### config.mk
export PLATFORM = sky130hd
export DESIGN_NAME = float_add_dispatcher
export DESIGN_NICKNAME = d
export VERILOG_FILES = /design/src/rtl/float_add_dispatcher.sv
export SDC_FILE = /design/constraint.sdc
export NUM_CORES = 1
export LEC_CHECK = 0
export ABC_CLOCK_PERIOD_IN_PS = 4100
export BUFFER_PORTS_ARGS = -buffer_cell sky130_fd_sc_hd__buf_4
export CAP_MARGIN = 40
export CORE_MARGIN = 3
export CORE_UTILIZATION = 40
export CTS_CLUSTER_SIZE = 10
export DETAILED_ROUTE_END_ITERATION = 12
export PLACE_DENSITY = 0.59
export SLEW_MARGIN = 20
export SYNTH_ARGS = -nofsm -noshare
export SYNTH_HDL_FRONTEND = slang
export SYNTH_SLANG_ARGS = --single-unit
export TNS_END_PERCENT = 20
### constraint.sdc
create_clock -name Clock -period 4.1 [get_ports Clock]
set_input_delay 0.205 -clock Clock [delete_from_list [all_inputs] [get_ports Clock]]
set_output_delay 0.205 -clock Clock [all_outputs]
set_load 0.02 [all_outputs]
### src/rtl/float_add_dispatcher.sv
// float_add_dispatcher: operand FIFO and single-in-flight issue FSM in front of the
// multi-cycle FloatAdder, with a consumer-side result hold register and a WAIT watchdog.
module float_add_dispatcher #(
  parameter int DEPTH   = 4,
  parameter int TIMEOUT = 16
) (
  input  logic                   Clock,
  input  logic                   Reset,
  input  logic [31:0]            InOp1,
  input  logic [31:0]            InOp2,
  input  logic                   InValid,
  output logic                   InReady,
  output logic [31:0]            AddOp1,
  output logic [31:0]            AddOp2,
  output logic                   AddValid,
  input  logic [31:0]            AddResult,
  input  logic                   AddResultValid,
  output logic [31:0]            OutResult,
  output logic                   OutValid,
  input  logic                   OutReady,
  output logic [$clog2(DEPTH):0] Count,
  output logic                   Error
);

  localparam int PW = $clog2(DEPTH);
  localparam int CW = PW + 1;
  localparam int TW = $clog2(TIMEOUT);

  typedef enum logic [1:0] {
    S_IDLE  = 2'd0,
    S_ISSUE = 2'd1,
    S_WAIT  = 2'd2,
    S_HOLD  = 2'd3
  } state_e;

  state_e          state_q, state_d;
  logic [63:0]     mem_q [DEPTH];
  logic [PW-1:0]   wr_ptr_q, rd_ptr_q;
  logic [CW-1:0]   count_q, count_d;
  logic [TW-1:0]   timer_q, timer_d;
  logic [31:0]     add_op1_q, add_op1_d;
  logic [31:0]     add_op2_q, add_op2_d;
  logic            add_valid_q, add_valid_d;
  logic [31:0]     out_result_q, out_result_d;
  logic            out_valid_q, out_valid_d;
  logic            error_q, error_d;

  logic            full_s;
  logic            push_s;
  logic            pop_s;
  logic [63:0]     head_s;

  assign full_s = (count_q == CW'(DEPTH));
  assign push_s = InValid && !full_s;
  assign pop_s  = (state_q == S_ISSUE);
  assign head_s = mem_q[rd_ptr_q];

  // Occupancy update; a simultaneous push and pop cancel out.
  always_comb begin
    count_d = count_q;
    case ({push_s, pop_s})
      2'b10:   count_d = count_q + CW'(1);
      2'b01:   count_d = count_q - CW'(1);
      default: count_d = count_q;
    endcase
  end

  // Issue/wait/hold sequencing, watchdog and result capture.
  always_comb begin
    state_d      = state_q;
    timer_d      = timer_q;
    out_result_d = out_result_q;
    out_valid_d  = out_valid_q;
    error_d      = error_q;
    case (state_q)
      S_IDLE: begin
        if (count_q != {CW{1'b0}}) begin
          state_d = S_ISSUE;
        end else begin
          state_d = S_IDLE;
        end
      end
      S_ISSUE: begin
        timer_d = {TW{1'b0}};
        state_d = S_WAIT;
      end
      S_WAIT: begin
        // A result arriving on the timeout edge still counts as delivered.
        if (AddResultValid) begin
          out_result_d = AddResult;
          out_valid_d  = 1'b1;
          state_d      = S_HOLD;
        end else if (timer_q == TW'(TIMEOUT - 1)) begin
          error_d = 1'b1;
          state_d = S_IDLE;
        end else begin
          timer_d = timer_q + TW'(1);
        end
      end
      S_HOLD: begin
        if (OutReady) begin
          out_valid_d = 1'b0;
          if (count_q != {CW{1'b0}}) begin
            state_d = S_ISSUE;
          end else begin
            state_d = S_IDLE;
          end
        end else begin
          state_d = S_HOLD;
        end
      end
      default: state_d = S_IDLE;
    endcase
  end

  // The FIFO head is latched on entry to ISSUE and held through WAIT.
  always_comb begin
    add_valid_d = (state_d == S_ISSUE);
    if (add_valid_d) begin
      add_op1_d = head_s[63:32];
      add_op2_d = head_s[31:0];
    end else begin
      add_op1_d = add_op1_q;
      add_op2_d = add_op2_q;
    end
  end

  // Operand storage; contents need no reset because the pointers guard them.
  always_ff @(posedge Clock) begin
    if (push_s) begin
      mem_q[wr_ptr_q] <= {InOp1, InOp2};
    end
  end

  // Control and output registers.
  always_ff @(posedge Clock) begin
    if (Reset) begin
      state_q      <= S_IDLE;
      wr_ptr_q     <= {PW{1'b0}};
      rd_ptr_q     <= {PW{1'b0}};
      count_q      <= {CW{1'b0}};
      timer_q      <= {TW{1'b0}};
      add_op1_q    <= 32'd0;
      add_op2_q    <= 32'd0;
      add_valid_q  <= 1'b0;
      out_result_q <= 32'd0;
      out_valid_q  <= 1'b0;
      error_q      <= 1'b0;
    end else begin
      state_q      <= state_d;
      count_q      <= count_d;
      timer_q      <= timer_d;
      add_op1_q    <= add_op1_d;
      add_op2_q    <= add_op2_d;
      add_valid_q  <= add_valid_d;
      out_result_q <= out_result_d;
      out_valid_q  <= out_valid_d;
      error_q      <= error_d;
      if (push_s) begin
        wr_ptr_q <= wr_ptr_q + PW'(1);
      end else begin
        wr_ptr_q <= wr_ptr_q;
      end
      if (pop_s) begin
        rd_ptr_q <= rd_ptr_q + PW'(1);
      end else begin
        rd_ptr_q <= rd_ptr_q;
      end
    end
  end

  assign InReady   = !full_s;
  assign AddOp1    = add_op1_q;
  assign AddOp2    = add_op2_q;
  assign AddValid  = add_valid_q;
  assign OutResult = out_result_q;
  assign OutValid  = out_valid_q;
  assign Count     = count_q;
  assign Error     = error_q;

endmodule

==> impl_metrics.ini <==
[status]
status = finished, final reports clean

[clock_network]
post-cts-setup-buffers = 0
clk_latency_ps = 530
cts_buffer_depth = 3
clock_sinks = 368
numCtsBuffers = 43
clk_pin_slew_ps = 50
cts_tree = built
h-tree-depth = 2
root_buffer = clkbuf_16

[routing]
drt-initial-drc-count = 503
dr.pass1.iters = 5
finalWirelength_um = 32000
postRouteAntennaNets = 0
drc = 0
num_vias = 8453
routedWlPerCell_um = 19.4
viasPerCell = 5.13

[placement]
place_congestion = 0.770
numPortBuffers = 203
dp_cells = 1466
post-dp-hpwl_um = 19100
place_area_um2 = 15700

[min_path]
min_path_cells = 5
hp-class = primary input to register
hold-path-endpoint = OutValid
hold_start = AddResultValid

[critical_path]
worstPathArrival_ps = 2890
crit_required_ps = 4540
criticalPathCategory = register to register
r2r_cells = 9
r2r_slack_ps = 1650
rr_startpoint = Count[2]
timing.rr.end = Count[2]
crit_path_end_kind = register
path_max_fanout = 6
startpoint_type = register

[sta]
final.setup.tns_ps = 0
fmax_ghz = 0.408
tightest_slew_ps = 744
final-setup-viol-count = 0
hold_ws_ps = 130
relSlewSlack = 0.504
period_minus_slack_ps = 2450
rsz0062_at_grt = false
hold_viol = 0
clock_skew_ps = 18.1
finalCritPeriodShare = 0.598
drv_slew = 0

[yosys]
syn_inst = 859
ys_ff_latch = 368
synth.distinct_cells = 35
synth_edf_count = 256
syn_nets = 967
ys_warn_count = 0
synthesis.area_um2 = 13600
async_flop_share = 0
ys.flop_type = edfxtp_1
synth_area_per_cell_um2 = 15.8
seq_area_frac_synth = 0.731

[final_layout]
nets = 1276
n_fill_cell = 2685
drive_gt1_frac = 0.296
layout_common_cells = edfxtp_1, buf_4, dfxtp_1, a21oi_1, dlygate4sd3_1
final_common_cell = edfxtp_1
stdcell_area_um2 = 18000
area_delta_synth_final_pct = 32.2
finalNonFillerCells = 1647

[die]
io_pins = 204
die_h_um = 190
rows = 66
start_util = 0.411
core_um2 = 33000
dieArea_um2 = 36200
die_x_um = 190

[grt]
antenna_found_initial = 2
grt_pass1_wl_um = 49900
track_usage = 0.175
grt_pass1_vias = 8684
overflow = 0
grt_max_degree = 69

[power]
power.total_w = 0.0121
p_leak_nw = 6.28
power_density_nw_per_um2 = 673
peakVddDrop_mv = 0.616

[flow_run]
drv_cap = 0
==> layout make-up <==
cell class / instances / area, um2 / area share
sequential: 368 / 9940 / 0.553
multi-input combinational: 422 / 3340 / 0.186
timing repair buffer: 327 / 2830 / 0.158
clock buffer: 78 / 1260 / 0.0701
tap: 442 / 553 / 0.0308
clock inverter: 2 / 25.0 / 0.00139
inverter: 6 / 22.5 / 0.00125
antenna: 2 / 5.00 / 0.000279
==> Yosys cell counts (2+ instances only) <==
master	instances	area, um2
and2_1	2	12.5
xnor2_1	2	17.5
and3_1	5	31.3
o21ai_1	17	85.1
ha_1	6	75.1
nand2_1	69	259
nand3_1	68	340
xor2_1	5	43.8
buf_4	2	15.0
buf_6	9	101
edfxtp_1	256	7690
clkbuf_1	30	113
clkbuf_2	3	15.0
or2_2	2	12.5
a21oi_1	104	521
o21ai_0	48	240
buf_2	19	95.1
nor3_1	4	20.0
nand3b_1	4	30.0
dfxtp_1	112	2240
inv_1	6	22.5
nor2_1	10	37.5
mux4_2	64	1440
==> per-stage QoR <==
stage	util	setup slack, ps
2_1_floorplan	-	1260
3_3_place_gp	0.469	1480
3_5_place_dp	0.474	1650
4_1_cts	0.543	1640
5_1_grt	0.544	1500
6_report	0.544	1650
==> worst max-delay path by stage <==
| stage | start | to | slack [ps] | cells past startpoint |
|---|---|---|---|---|
| 2_1_floorplan | Count[0] | mem_q[0][0] | 1260 | 2 |
| 3_3_place_gp | state_q[0] | AddOp1[27] | 1480 | 6 |
| 3_5_place_dp | Count[2] | Count[2] | 1650 | 9 |
| 4_1_cts | Count[2] | Count[2] | 1640 | 9 |
| 5_1_grt | Count[2] | Count[2] | 1500 | 9 |
| 6_report | Count[2] | Count[2] | 1650 | 9 |
==> power breakdown <==
part           internal [W]  switching, W  leakage [nW]
Sequential          0.00461      0.000381          3.26
Clock               0.00206       0.00138         0.612
Combinational       0.00149       0.00218          2.40
Total               0.00816       0.00394          6.28
==> cell families (layout without fill, tap and decap cells) <==
| kind of cell | after synthesis | after routing | synth area share |
|---|---|---|---|
| flops | 368 | 368 | 0.731 |
| compound gates | 174 | 174 | 0.0665 |
| simple gates | 170 | 170 | 0.0586 |
| buf+inv | 69 | 413 | 0.0266 |
| mux | 64 | 64 | 0.106 |
| fa+ha+maj | 7 | 7 | 0.00700 |
| xor+xnor | 7 | 7 | 0.00451 |
| other cells | 0 | 2 | 0 |
==> critical path: stages (launching register included) <==
cell and delay, ps:
dfxtp_1 390, or3b_1 470, and2_1 240, inv_1 90, ha_1 180, inv_1 60, fa_1 370, xor2_1 150
or3_1 300, a21oi_1 130
==> flip-flops by register name, summed over array words and instances, names as in the netlist, 2 cells and up <==
register / count
AddOp1: 32
AddOp2: 32
Count: 3
OutResult: 32
mem_q: 256
rd_ptr_q: 2
state_q: 2
timer_q: 4
wr_ptr_q: 2
==> repair_timing <==
action	4_1_cts	5_1_grt
hold buffers	97	1
hold endpoints to repair	289	4
gates resized for setup	0	0
==> per-layer routing <==
metal	vias to the layer above	part of all wire	global-route usage
met4	0	0.015	0.0358
met2	251	0.48	0.295
met5	-	0	0
met1	4245	0.44	0.240
met3	45	0.057	0.0331
li1	3912	-	-
Note: power is estimated with default switching activity, not from simulation.
